===== config.mk =====
export PLATFORM = sky130hd
export DESIGN_NAME = display_scan_ctrl_flat
export DESIGN_NICKNAME = d
export VERILOG_FILES = /design/src/rtl/display_scan_ctrl_if.sv /design/src/rtl/display_scan_ctrl.sv /design/src/flat_wrapper.sv
export SDC_FILE = /design/constraint.sdc
export NUM_CORES = 1
export LEC_CHECK = 0
export BUFFER_PORTS_ARGS = -buffer_cell sky130_fd_sc_hd__buf_2
export CAP_MARGIN = 20
export CELL_PAD_IN_SITES_DETAIL_PLACEMENT = 1
export CELL_PAD_IN_SITES_GLOBAL_PLACEMENT = 2
export CORE_MARGIN = 2
export CORE_UTILIZATION = 33
export DETAILED_ROUTE_END_ITERATION = 7
export GPL_TIMING_DRIVEN = 0
export MAX_ROUTING_LAYER = met4
export PLACE_DENSITY = 0.72
export SLEW_MARGIN = 25
export SYNTH_ARGS = -nofsm -noshare
export SYNTH_HDL_FRONTEND = slang
export SYNTH_SLANG_ARGS = --single-unit

===== constraint.sdc =====
create_clock -name clk -period 2.2 [get_ports clk]
set_clock_uncertainty 0.15 [all_clocks]
set_input_delay 0.66 -clock clk [delete_from_list [all_inputs] [get_ports clk]]
set_output_delay 0.66 -clock clk [all_outputs]
set_load 0.005 [all_outputs]

===== src/rtl/display_scan_ctrl_if.sv =====
// Display scan controller bus: value/control from the producer,
// segment and anode pins plus status pulses back from the controller.
interface display_scan_ctrl_if #(
  parameter int NUM_DIGITS = 4
) ();
  logic                    enable;
  logic                    load;
  logic [4*NUM_DIGITS-1:0] value;
  logic [NUM_DIGITS-1:0]   dp_mask;
  logic                    blank_lz;
  logic [3:0]              brightness;
  logic [7:0]              segments;
  logic [NUM_DIGITS-1:0]   digit_sel;
  logic                    frame_tick;
  logic                    applied;

  modport master (
    output enable, load, value, dp_mask, blank_lz, brightness,
    input  segments, digit_sel, frame_tick, applied
  );

  modport slave (
    input  enable, load, value, dp_mask, blank_lz, brightness,
    output segments, digit_sel, frame_tick, applied
  );
endinterface


===== src/rtl/display_scan_ctrl.sv =====
// Multiplexed 7-segment scanner with double-buffered data,
// leading-zero blanking and 16-level per-slot PWM brightness.
module display_scan_ctrl #(
  parameter int NUM_DIGITS = 4,
  parameter int SUB_DIV    = 3125
) (
  input logic                clk,
  input logic                reset,
  display_scan_ctrl_if.slave bus
);
  localparam int PW = (SUB_DIV > 1) ? $clog2(SUB_DIV) : 1;
  localparam int IW = $clog2(NUM_DIGITS);
  localparam int VW = 4 * NUM_DIGITS;

  logic [PW-1:0]         presc;
  logic [3:0]            phase;
  logic [IW-1:0]         idx;
  logic [VW-1:0]         act_val;
  logic [VW-1:0]         pend_val;
  logic [NUM_DIGITS-1:0] act_dp;
  logic [NUM_DIGITS-1:0] pend_dp;
  logic                  pend_valid;
  logic [7:0]            seg_q;
  logic [NUM_DIGITS-1:0] sel_q;
  logic                  tick_q;
  logic                  app_q;

  logic                  presc_tc;
  logic                  phase_tc;
  logic                  idx_tc;
  logic                  frame_end;
  logic [3:0]            nib;
  logic [6:0]            pat;
  logic [NUM_DIGITS:0]   zrun;
  logic                  blank;
  logic [7:0]            seg_nx;
  logic [NUM_DIGITS-1:0] sel_nx;

  function automatic logic [6:0] hex7(input logic [3:0] n);
    case (n)
      4'h0: hex7 = 7'h40;
      4'h1: hex7 = 7'h79;
      4'h2: hex7 = 7'h24;
      4'h3: hex7 = 7'h30;
      4'h4: hex7 = 7'h19;
      4'h5: hex7 = 7'h12;
      4'h6: hex7 = 7'h02;
      4'h7: hex7 = 7'h78;
      4'h8: hex7 = 7'h00;
      4'h9: hex7 = 7'h10;
      4'hA: hex7 = 7'h08;
      4'hB: hex7 = 7'h03;
      4'hC: hex7 = 7'h46;
      4'hD: hex7 = 7'h21;
      4'hE: hex7 = 7'h06;
      default: hex7 = 7'h0E;
    endcase
  endfunction

  assign presc_tc  = presc == PW'(SUB_DIV - 1);
  assign phase_tc  = phase == 4'hF;
  assign idx_tc    = idx == IW'(NUM_DIGITS - 1);
  assign frame_end = presc_tc && phase_tc && idx_tc;

  // zrun[i]: digits NUM_DIGITS-1 down to i are all zero with no dp
  always_comb begin
    zrun = '0;
    zrun[NUM_DIGITS] = 1'b1;
    for (int i = NUM_DIGITS - 1; i >= 0; i--) begin
      zrun[i] = zrun[i+1] && (act_val[4*i +: 4] == 4'h0) && !act_dp[i];
    end
  end

  always_comb begin
    nib    = act_val[idx*4 +: 4];
    pat    = hex7(nib);
    blank  = bus.blank_lz && (idx != '0) && zrun[idx];
    seg_nx = blank ? 8'hFF : {~act_dp[idx], pat};
    sel_nx = '1;
    if (bus.enable && (phase < bus.brightness)) begin
      sel_nx[idx] = 1'b0;
    end
  end

  always_ff @(posedge clk) begin
    if (reset) begin
      presc      <= '0;
      phase      <= '0;
      idx        <= '0;
      act_val    <= '0;
      act_dp     <= '0;
      pend_val   <= '0;
      pend_dp    <= '0;
      pend_valid <= 1'b0;
      seg_q      <= 8'hFF;
      sel_q      <= '1;
      tick_q     <= 1'b0;
      app_q      <= 1'b0;
    end else begin
      tick_q <= frame_end;
      app_q  <= 1'b0;
      presc  <= presc_tc ? '0 : presc + 1'b1;
      if (presc_tc) begin
        phase <= phase + 4'd1;
        if (phase_tc) begin
          idx <= idx_tc ? '0 : idx + 1'b1;
        end
      end
      // a load landing on the boundary bypasses the pending buffer
      if (frame_end && bus.load) begin
        act_val    <= bus.value;
        act_dp     <= bus.dp_mask;
        pend_valid <= 1'b0;
        app_q      <= 1'b1;
      end else if (frame_end && pend_valid) begin
        act_val    <= pend_val;
        act_dp     <= pend_dp;
        pend_valid <= 1'b0;
        app_q      <= 1'b1;
      end else if (bus.load) begin
        pend_val   <= bus.value;
        pend_dp    <= bus.dp_mask;
        pend_valid <= 1'b1;
      end
      seg_q <= seg_nx;
      sel_q <= sel_nx;
    end
  end

  assign bus.segments   = seg_q;
  assign bus.digit_sel  = sel_q;
  assign bus.frame_tick = tick_q;
  assign bus.applied    = app_q;
endmodule


===== src/flat_wrapper.sv =====
// flat-port wrapper written by rule: the top's interface ports become plain ports
module display_scan_ctrl_flat 
#(
  parameter int NUM_DIGITS = 4,
  parameter int SUB_DIV    = 3125
)
  (clk, reset, bus_enable, bus_load, bus_value, bus_dp_mask, bus_blank_lz, bus_brightness, bus_segments, bus_digit_sel, bus_frame_tick, bus_applied);
  display_scan_ctrl_if #(.NUM_DIGITS(NUM_DIGITS)) bus_i ();
  input logic clk;
  input logic reset;
  input wire logic [$bits(bus_i.enable)-1:0] bus_enable;
  input wire logic [$bits(bus_i.load)-1:0] bus_load;
  input wire logic [$bits(bus_i.value)-1:0] bus_value;
  input wire logic [$bits(bus_i.dp_mask)-1:0] bus_dp_mask;
  input wire logic [$bits(bus_i.blank_lz)-1:0] bus_blank_lz;
  input wire logic [$bits(bus_i.brightness)-1:0] bus_brightness;
  output wire logic [$bits(bus_i.segments)-1:0] bus_segments;
  output wire logic [$bits(bus_i.digit_sel)-1:0] bus_digit_sel;
  output wire logic [$bits(bus_i.frame_tick)-1:0] bus_frame_tick;
  output wire logic [$bits(bus_i.applied)-1:0] bus_applied;
  assign bus_i.enable = bus_enable;
  assign bus_i.load = bus_load;
  assign bus_i.value = bus_value;
  assign bus_i.dp_mask = bus_dp_mask;
  assign bus_i.blank_lz = bus_blank_lz;
  assign bus_i.brightness = bus_brightness;
  assign bus_segments = bus_i.segments;
  assign bus_digit_sel = bus_i.digit_sel;
  assign bus_frame_tick = bus_i.frame_tick;
  assign bus_applied = bus_i.applied;
  display_scan_ctrl #(.NUM_DIGITS(NUM_DIGITS), .SUB_DIV(SUB_DIV)) u_core (.clk(clk), .reset(reset), .bus(bus_i));
endmodule

==> reports/qor.yml, run 1 <==
sta:
  finalWorstPathRequiredPeriod_ns: 2.170
  finalCritPeriodShare_pct: 98.64
  fmax_mhz: 460.8
  rsz0062_at_grt: "true"
  slew_headroom_pct: 46.76
  hold_viol: 0
  setup_viol: 0
  worstMarginPinSlew_ns: 0.7938
  drv_slew: 0
setup_path:
  required_ns: 2.25
  r2r_cells: 6
  cp.depth: 6
  critPathLaunch: "u_core.idx[0]$_SDFFE_PP0N_"
  critical-path-top-delay-family: "multiplexers"
  end_kind: "flip-flop"
  cp_max_fo: 5
  crit_buf_inv: 1
  endpoint: "u_core.bus.segments[3]$_SDFF_PP1_"
  reg2reg_from: "u_core.idx[0]$_SDFFE_PP0N_"
  crit_type: "reg -> reg"
  regToRegEndpoint: "u_core.bus.segments[3]$_SDFF_PP1_"
  cpPeakStageDelay_ns: 0.60
  cp_slowest_cell: "mux4_2"
  crit_arrival_ns: 2.22
  path_cells: "buf_6, mux4_2, ha_2, mux2_2, mux2i_1, o21ai_1"
  crit_path_start_kind: "flip-flop"
  reg2reg_slack_ns: 0.03
route:
  firstDrtPassIters: 4
  viasPerCell: 4.930
  drt-wirelength-per-cell_um: 15.96
  drc: 0
  drt_iter0_drc: 92
  wl_um: 9160
  vias: 2830
  postRouteAntennaNets: 0
power:
  power.total_w: 0.002644
  power.ir.vdd_worst_v: 0.0004254
  leakagePower_nw: 1.759
  powerDensity_nw_per_um2: 587.5
yosys:
  synth.avg_cell_area_um2: 9.982
  synth_top_area_share_pct: 39.67
  yosysTopAreaCell: "dfxtp_1"
  synth.distinct_cells: 44
  synth-xor-area-share_pct: 2.853
  syn-num-nets: 414
  ys_seq_area_share_pct: 39.67
  ys_async_sr_fraction_pct: 0
  muxShareOfSynthArea_pct: 15.63
  synth_edf_count: 0
  syn_inst: 369
  netlist_top_cells_area: "dfxtp_1 40%, mux2i_1 12%, a221oi_2 8.2%, ha_1 5.4%, nor2_1 4.0%"
  synth_top_family_by_area: "simple AND/OR/NAND/NOR gates"
  synth-simple-area-share_pct: 16.37
  syn-cell-area_um2: 3684
  synth_flop_cell: "dfxtp_1"
  synth_compound_area_share_pct: 13.76
  ys.warnings.count: 0
  ys_seq_elements: 73
  synthAdderAreaFrac_pct: 5.435
clock_network:
  h-tree-depth: 3
  worstSkewPairLatency_ns: 0.36
  ctsRootBufferMaster: "clkbuf_8"
  cts_sinks: 73
  cts_buffers: 9
  clockBufferDepth: 2
  holdBufCountCts: 0
  cts_tree: "built"
  clk_pin_slew_ns: 0.07
floorplanning:
  start_util_pct: 33.83
  ioPinCount: 43
  rows: 38
  die_y_um: 109.7
  die_w_um: 109.7
  dieArea_um2: 12020
  coreArea_um2: 10890
final_layout:
  final_common_cell: "dfxtp_1"
  final_util_pct: 41.34
  areaGrowthSynthToFinish_pct: 22.18
  final_cell_mix: "70 x dfxtp_1, 44 x mux2i_1, 40 x buf_2"
  nets: 474
  instances_no_fill: 574
  layout-drive-gt1-share_pct: 28.11
  insertedDiodeCount: 0
grt:
  grt_start_max_net_pins: 12
  overflow: 0
  grt_use_total_pct: 16.78
  grt_pass1_wl_um: 14520
  grt_pass1_vias: 2849
  antenna_found_initial: 0
place:
  gp_congestion: 0.7528
  dp_hpwl_um: 6795
  portBuffers: 40
  dp.cells: 549
run_status:
  outcome: "complete, no violations"
worst_hold_path:
  hold_start: "u_core.presc[0]$_SDFF_PP0_"
  hold_path.class: "reg -> reg"
flow_run:
  maxCapViolations: 0
stage by stage:
step	setup WS, ns	cell area (um2)	hold WS [ns]	TNS [ns]
2_1_floorplan	0.09001	3684	0.2873	0
3_3_place_gp	-0.2539	4059	0.3109	-4.190
3_5_place_dp	-0.3222	4059	0.3219	-5.285
4_1_cts	0.005123	4303	0.3358	0
5_1_grt	-0.04168	4501	0.3057	-0.2421
6_report	0.02994	4501	0.2889	0
power by group:
group | internal [W] | switching (W) | leakage [nW]
Sequential | 0.00136 | 0.0000167 | 0.597
Combinational | 0.000102 | 0.000134 | 1.06
Clock | 0.000530 | 0.000506 | 0.102
Total | 0.00199 | 0.000656 | 1.76
worst reg2reg max path, cell delays in order, from the launching register on:
cell and delay, ns:
dfxtp_2 0.35, buf_6 0.13, mux4_2 0.60, ha_2 0.24
mux2_2 0.26, mux2i_1 0.19, o21ai_1 0.11
area by class of cell:
class,count,area [um2]
Clock inverter,2,10.01
Buffer,22,141.4
Inverter,34,127.6
Sequential cell,73,1468
Timing Repair Buffer,49,302.8
Tap cell,140,175.2
Clock buffer,14,182.7
Multi-Input combinational cell,240,2093
Fill cell,1243,6387
cell usage after synthesis, types with 3 or more instances:
cell type,n
a21oi_1,6
a221oi_2,20
buf_2,5
clkbuf_1,15
dfxtp_1,73
ha_1,16
inv_1,34
mux2i_1,44
mux4_2,5
nand2_1,5
nand2b_1,21
nand3_1,7
nand4_1,5
nor2_1,39
nor3_1,4
nor3b_1,4
o211ai_1,6
o21ai_0,7
o21ai_1,4
o21bai_1,3
or3_1,3
or4_1,4
xnor2_1,4
xor2_1,8
per-layer routing:
| metal | global-route usage (%) | wire length (um) | vias to the layer above |
|---|---|---|---|
| li1 | - | - | 1426 |
| met1 | 21.36 | 4483 | 1353 |
| met2 | 25.26 | 4221 | 40 |
| met3 | 4.742 | 327 | 11 |
| met4 | 6.420 | 128 | 0 |
| met5 | - | 0 | - |
worst min path at each step:
| stage | depth (start not counted) | to | slack, ns |
|---|---|---|---|
| CTS | 2 | u_core.act_val[15]$_SDFFE_PP0P_ | 0.34 |
| global route | 1 | u_core.presc[0]$_SDFF_PP0_ | 0.31 |
| finish | 1 | u_core.presc[0]$_SDFF_PP0_ | 0.29 |
| floorplan | 1 | u_core.presc[0]$_SDFF_PP0_ | 0.29 |
| global placement | 1 | u_core.presc[0]$_SDFF_PP0_ | 0.31 |
| detailed placement | 1 | u_core.presc[0]$_SDFF_PP0_ | 0.32 |
logic make-up after synthesis:
logic type      after synthesis
flops                        73
fa+ha+maj                    16
buf+inv                      56
simple gates                108
xor+xnor                     12
compound gates               53
mux                          51
flip-flops by register name, summed over array words and instances, names as in the netlist, 2 cells and up:
signal	count
u_core.pend_dp	4
u_core.phase	4
u_core.presc	12
u_core.act_dp	4
u_core.bus.digit_sel	4
u_core.bus.segments	8
u_core.idx	2
u_core.act_val	16
u_core.pend_val	16
repair_timing:
item / CTS / global route
gates cloned: 0 / 2
setup endpoints to repair: 46 / 44
pin swaps: 0 / 21
gates resized for setup: 12 / 28
setup buffers: 3 / 4
Power figures use the tool's default switching activity.
==> run 2: changes to the inputs <==
CORE_MARGIN = unset   (was 2)
SLEW_MARGIN = 20   (was 25)
==> reports/qor.yml, run 2 (synthesis gave the netlist of run 1 again) <==
run_status:
  outcome: "complete, no violations"  # unchanged
worst_hold_path:
  min_delay_worst_endpoint: "u_core.pend_val[14]$_SDFFE_PP0P_"  # was u_core.presc[0]$_SDFF_PP0_
  hold_start: "u_core.pend_val[14]$_SDFFE_PP0P_"  # was u_core.presc[0]$_SDFF_PP0_
  hold_path_depth: 2  # was 1
  hold_path.class: "reg -> reg"  # unchanged
place:
  pre_cts_slack_ns: -0.3080  # was -0.3222 ns
  dp_hpwl_um: 6760  # was 6795 um
  portBuffers: 40  # unchanged
  gp_congestion: 0.7636  # was 0.7528
  dp.cells: 549  # unchanged
clock_network:
  clockBufferDepth: 2  # unchanged
  h-tree-depth: 3  # unchanged
  cts_tree: "built"  # unchanged
  cts_buffers: 9  # unchanged
  ctsRootBufferMaster: "clkbuf_8"  # unchanged
  worstSkewPairLatency_ns: 0.35  # was 0.36 ns
  cts_sinks: 73  # unchanged
  clk_pin_slew_ns: 0.08  # was 0.07 ns
floorplanning:
  die_w_um: 107.7  # was 109.7 um
  dieArea_um2: 11590  # was 12020 um2
  ioPinCount: 43  # unchanged
  die_y_um: 107.7  # was 109.7 um
  rows: 38  # unchanged
  start_util_pct: 33.98  # was 33.83%
  coreArea_um2: 10840  # was 10890 um2
grt:
  grt_use_total_pct: 17.58  # was 16.78%
  grt_start_max_net_pins: 12  # unchanged
  grt_pass1_wl_um: 14970  # was 14520 um
  antenna_found_initial: 0  # unchanged
  overflow: 0  # unchanged
  grt_pass1_vias: 2906  # was 2849
setup_path:
  crit_arrival_ns: 2.23  # was 2.22 ns
  crit_type: "reg -> reg"  # unchanged
  regToRegEndpoint: "u_core.bus.segments[3]$_SDFF_PP1_"  # unchanged
  end_kind: "flip-flop"  # unchanged
  reg2reg_slack_ns: 0.02  # was 0.03 ns
  cp_max_fo: 5  # unchanged
  crit_path_start_kind: "flip-flop"  # unchanged
  r2r_cells: 8  # was 6
  required_ns: 2.25  # about the same
  reg2reg_from: "u_core.idx[0]$_SDFFE_PP0N_"  # unchanged
sta:
  fmax_mhz: 459.7  # was 460.8 MHz
  hold_viol: 0  # unchanged
  slew_headroom_pct: 42.01  # was 46.76%
  finalCritPeriodShare_pct: 98.89  # was 98.64%
  fin_ws_ns: 0.02444  # was 0.02994 ns
  drv_slew: 0  # unchanged
  worstMarginPinSlew_ns: 0.8646  # was 0.7938 ns
  finalWorstPathRequiredPeriod_ns: 2.176  # was 2.170 ns
  setup_viol: 0  # unchanged
  rsz0062_at_grt: "true"  # unchanged
route:
  drc: 0  # unchanged
  drt-wirelength-per-cell_um: 16.25  # was 15.96 um
  wl_um: 9342  # was 9160 um
  vias: 2859  # was 2830
  viasPerCell: 4.972  # was 4.930
  postRouteAntennaNets: 0  # unchanged
  drt_iter0_drc: 101  # was 92
  firstDrtPassIters: 4  # unchanged
power:
  leakagePower_nw: 1.752  # was 1.759 nW
  powerDensity_nw_per_um2: 579.8  # was 587.5 nW/um2
  power.ir.vdd_worst_v: 0.0002198  # was 0.0004254 V
final_layout:
  final_util_pct: 41.41  # was 41.34%
  nets: 476  # was 474
  layout-drive-gt1-share_pct: 28.51  # was 28.11%
  areaGrowthSynthToFinish_pct: 21.88  # was 22.18%
  reg_top3: "u_core.act_val: 16 flops, u_core.pend_val: 16 flops, u_core.presc: 12 flops"  # unchanged
  insertedDiodeCount: 0  # unchanged
  instances_no_fill: 575  # was 574
  final_cell_mix: "70 x dfxtp_1, 43 x mux2i_1, 41 x buf_2"  # was 70 x dfxtp_1, 44 x mux2i_1, 40 x buf_2
  final_common_cell: "dfxtp_1"  # unchanged
flow_run:
  maxCapViolations: 0  # unchanged
run 2: cell count changes in the layout (fill, tap and decap cells not counted), moves of 2 or more:
| cell | delta |
|---|---|
| a31oi_1 | +2 |
| ha_1 | -2 |
| a221oi_2 | +2 |
| clkbuf_4 | +2 |
| a31oi_2 | -2 |
| a221oi_4 | -2 |
| ha_4 | +3 |
run 2: routing by layer:
layer	vias up	GRT usage, %	part of all wire [%]
li1	1420	-	-
met1	1387	22.45	47
met2	41	27.66	49
met3	11	4.056	3.3
met4	0	5.186	1.4
met5	-	-	0
run 2: worst max path at each step:
stage                                   endpoint  cells after the start                       start  slack, ns
4_1_cts          u_core.pend_val[2]$_SDFFE_PP0P_                      5  u_core.presc[6]$_SDFF_PP0_      -0.07
3_5_place_dp        u_core.phase[1]$_SDFFE_PP0N_                      4                       reset      -0.31
6_report       u_core.bus.segments[3]$_SDFF_PP1_                      8  u_core.idx[0]$_SDFFE_PP0N_       0.02
2_1_floorplan  u_core.bus.segments[1]$_SDFF_PP1_                      7  u_core.idx[0]$_SDFFE_PP0N_       0.09
3_3_place_gp        u_core.phase[0]$_SDFFE_PP0N_                      4                       reset      -0.27
5_1_grt            u_core.act_dp[3]$_SDFFE_PP0P_                      7  u_core.presc[1]$_SDFF_PP0_      -0.06
run 2: power breakdown:
part / total [W] / internal (W) / switching [W]
sequential: 0.00137 / 0.00136 / 0.0000172
clock: 0.000996 / 0.000495 / 0.000501
combinational: 0.000234 / 0.000102 / 0.000132
run 2: timing repair:
item                                    CTS  global route
pin swaps                                 0            12
hold buffers                              0             0
cloned                                    0             1
endpoints found under the hold margin     0             0
buffers inserted                          4             6
endpoints found under the setup margin   28            56
resized for setup                         8            39
run 2: cell type report:
type / count / area (um2)
clock inverters: 2 / 12.51
multi-input cells: 240 / 2091
repair buffers: 51 / 304.0
flip-flops and latches: 73 / 1468
plain buffers: 22 / 142.6
clock buffers: 13 / 168.9
well taps: 140 / 175.2
fillers: 1255 / 6351
inverters: 34 / 127.6
run 2: stage by stage:
step / area, um2 / hold slack (ns) / total power (W) / TNS [ns]
CTS: 4287 / 0.3331 / 0.002626 / -1.013
detailed placement: 4059 / 0.3144 / 0.001628 / -4.902
floorplan: 3684 / 0.2873 / 0.001544 / 0
global placement: 4059 / 0.3131 / 0.001622 / -4.311
global route: 4489 / 0.3709 / 0.002747 / -0.7549
finish: 4489 / 0.3389 / 0.002603 / 0
run 2: worst max-delay path, cell delays in order, from the launching register on:
cell	delay, ns
dfxtp_2	0.34
buf_6	0.13
mux4_2	0.46
inv_2	0.11
buf_6	0.14
ha_4	0.15
mux2_4	0.26
mux2i_2	0.20
o21ai_1	0.10
==> run 3: changes to the inputs <==
CORE_MARGIN = 2   (was unset)
CORE_UTILIZATION = 37   (was 33)
PLACE_DENSITY = 0.76   (was 0.72)
clock period = 2.5 ns   (was 2.2 ns; I/O delays follow)
==> reports/qor.yml, run 3 (synthesis gave the netlist of run 1 again) <==
setup_path:
  required_ns: 2.55  # was 2.25 ns
  path_cells: "buf_4, mux4_2, ha_1, mux2_2, mux2i_1, o21ai_0"  # was buf_6, mux4_2, inv_2, buf_6, ha_4, mux2_4, mux2i_2, o21ai_1
  crit_type: "reg -> reg"  # unchanged
  cp_max_fo: 9  # was 5
  cp_slowest_cell: "mux4_2"  # unchanged
  crit_arrival_ns: 2.31  # was 2.23 ns
  reg2reg_slack_ns: 0.24  # was 0.02 ns
  cpPeakStageDelay_ns: 0.59  # was 0.46 ns
  crit_path_start_kind: "flip-flop"  # unchanged
  end_kind: "flip-flop"  # unchanged
sta:
  finalWorstPathRequiredPeriod_ns: 2.264  # was 2.176 ns
  slew_headroom_pct: 39.73  # was 42.01%
  hold_viol: 0  # unchanged
  rsz0062_at_grt: "false"  # was true
  finalCritPeriodShare_pct: 90.58  # was 98.89%
  fmax_mhz: 441.6  # was 459.7 MHz
  worstMarginPinSlew_ns: 0.8987  # was 0.8646 ns
  fin_ws_ns: 0.2356  # was 0.02444 ns
  setup_viol: 0  # unchanged
  drv_slew: 0  # unchanged
place:
  pre_cts_slack_ns: -0.04939  # was -0.3080 ns
  dp_hpwl_um: 6567  # was 6760 um
  portBuffers: 40  # unchanged
  dp.cells: 542  # was 549
  gp_congestion: 0.7804  # was 0.7636
run_status:
  outcome: "complete, no violations"  # unchanged
floorplanning:
  die_y_um: 103.8  # was 107.7 um
  coreArea_um2: 9729  # was 10840 um2
  ioPinCount: 43  # unchanged
  rows: 36  # was 38
  dieArea_um2: 10770  # was 11590 um2
  die_w_um: 103.8  # was 107.7 um
  start_util_pct: 37.86  # was 33.98%
final_layout:
  final_common_cell: "dfxtp_1"  # unchanged
  nets: 465  # was 476
  reg_top3: "u_core.act_val: 16 flops, u_core.pend_val: 16 flops, u_core.presc: 12 flops"  # unchanged
  areaGrowthSynthToFinish_pct: 16.64  # was 21.88%
  instances_no_fill: 558  # was 575
  layout-drive-gt1-share_pct: 21.65  # was 28.51%
  insertedDiodeCount: 0  # unchanged
  fill_cells: 1134  # was 1255
  final_cell_mix: "73 x dfxtp_1, 44 x mux2i_1, 44 x buf_2"  # was 70 x dfxtp_1, 43 x mux2i_1, 41 x buf_2
grt:
  grt_pass1_vias: 2785  # was 2906
  antenna_found_initial: 0  # unchanged
  grt_pass1_wl_um: 14430  # was 14970 um
  grt_start_max_net_pins: 13  # was 12
  grt_use_total_pct: 17.51  # was 17.58%
  overflow: 0  # unchanged
route:
  firstDrtPassIters: 4  # unchanged
  drc: 0  # unchanged
  vias: 2797  # was 2859
  drt-wirelength-per-cell_um: 15.65  # was 16.25 um
  wl_um: 8732  # was 9342 um
  postRouteAntennaNets: 0  # unchanged
  drt_iter0_drc: 91  # was 101
  viasPerCell: 5.013  # was 4.972
power:
  leakagePower_nw: 1.673  # was 1.752 nW
  power.total_w: 0.002537  # was 0.002603 W
  clkPwrFrac_pct: 44.7  # was 38.3%
  power.ir.vdd_worst_v: 0.0002935  # was 0.0002198 V
  powerDensity_nw_per_um2: 590.5  # was 579.8 nW/um2
  power.internal_w: 0.001964  # was 0.001952 W
  p_switching_w: 0.0005726  # was 0.0006508 W
  p_seq_share_pct: 47.6  # was 52.7%
  swShare_pct: 22.57  # was 25.00%
  p_comb_share_pct: 7.8  # was 9.0%
clock_network:
  post_cts_buffers: 0  # was 4
  worstSkewPairLatency_ns: 0.35  # about the same
  cts_sinks: 73  # unchanged
  clockBufferDepth: 2  # unchanged
  h-tree-depth: 3  # unchanged
  ctsRootBufferMaster: "clkbuf_8"  # unchanged
  cts_buffers: 9  # unchanged
  cts_tree: "built"  # unchanged
  clk_pin_slew_ns: 0.08  # about the same
flow_run:
  maxCapViolations: 0  # unchanged
worst_hold_path:
  hold_path.class: "reg -> reg"  # unchanged
-- run 3: cell types whose count changed in the layout (fill, tap and decap cells not counted), moves of 3 or more --
cell       previous run  this run
buf_4                11         1
ha_1                 11        16
ha_4                  5         0
clkbuf_1             12        16
inv_1                30        34
inv_2                 4         0
buf_2                41        44
bufinv_16             0         3
clkbuf_2              3         0
dfxtp_1              70        73
-- run 3: critical path, delay by kind of cell (launching register included) --
family	cells	cell delay [ns]
adder cells (fa/ha/maj)	1	0.26
multiplexers	3	1.01
AO/OA/AOI/OAI	1	0.11
buffers and inverters	1	0.21
flip-flops	1	0.37
-- run 3: final cells by class --
cell class,count,area [um2],share of cell area (%)
sequential,73,1461,34.01
multi-input combinational,240,1991,46.33
inverter,34,127.6,2.970
clock inverter,5,102.6,2.388
buffer,22,106.4,2.475
tap,133,166.4,3.873
timing repair buffer,40,200.2,4.659
clock buffer,11,141.4,3.291
-- run 3: power by group through the flow --
stage	logic (W)	clock network, W	registers [W]
floorplan	0.000127	0	0.00123
global placement	0.000194	0	0.00123
detailed placement	0.000199	0	0.00123
CTS	0.000200	0.00117	0.00121
global route	0.000219	0.00123	0.00121
finish	0.000197	0.00113	0.00121
-- run 3: final timing paths --
| path | startpoint | endpoint | cells after the start |
|---|---|---|---|
| worst max-delay path | u_core.idx[0]$_SDFFE_PP0N_ | u_core.bus.segments[3]$_SDFF_PP1_ | 6 |
| worst min-delay path | u_core.presc[0]$_SDFF_PP0_ | u_core.presc[0]$_SDFF_PP0_ | 1 |
| worst max register to register | u_core.idx[0]$_SDFFE_PP0N_ | u_core.bus.segments[3]$_SDFF_PP1_ | 6 |
| worst min register to register | u_core.presc[0]$_SDFF_PP0_ | u_core.presc[0]$_SDFF_PP0_ | 1 |
-- run 3: layer usage --
metal | track usage [%] | share of wire, %
met1 | 23.36 | 50
met2 | 26.16 | 46
met3 | 3.524 | 2.8
met4 | 6.853 | 1.2
met5 | - | 0
-- run 3: what timing repair did --
action / CTS / global route
gates resized for setup: 0 / 2
hold buffers: 0 / 0
setup endpoints to repair: 0 / 2
-- run 3: per-stage QoR --
step	hold WS, ns	instance area [um2]	TNS [ns]	utilization (%)
final	0.3329	4297	0	44.16
after global routing	0.3701	4297	0	44.16
after CTS	0.3350	4294	0	44.14
after detailed placement	0.3159	4050	-0.3902	41.63
after global placement	0.3090	4050	-0.3729	41.63
after floorplan	0.2873	3684	0	-
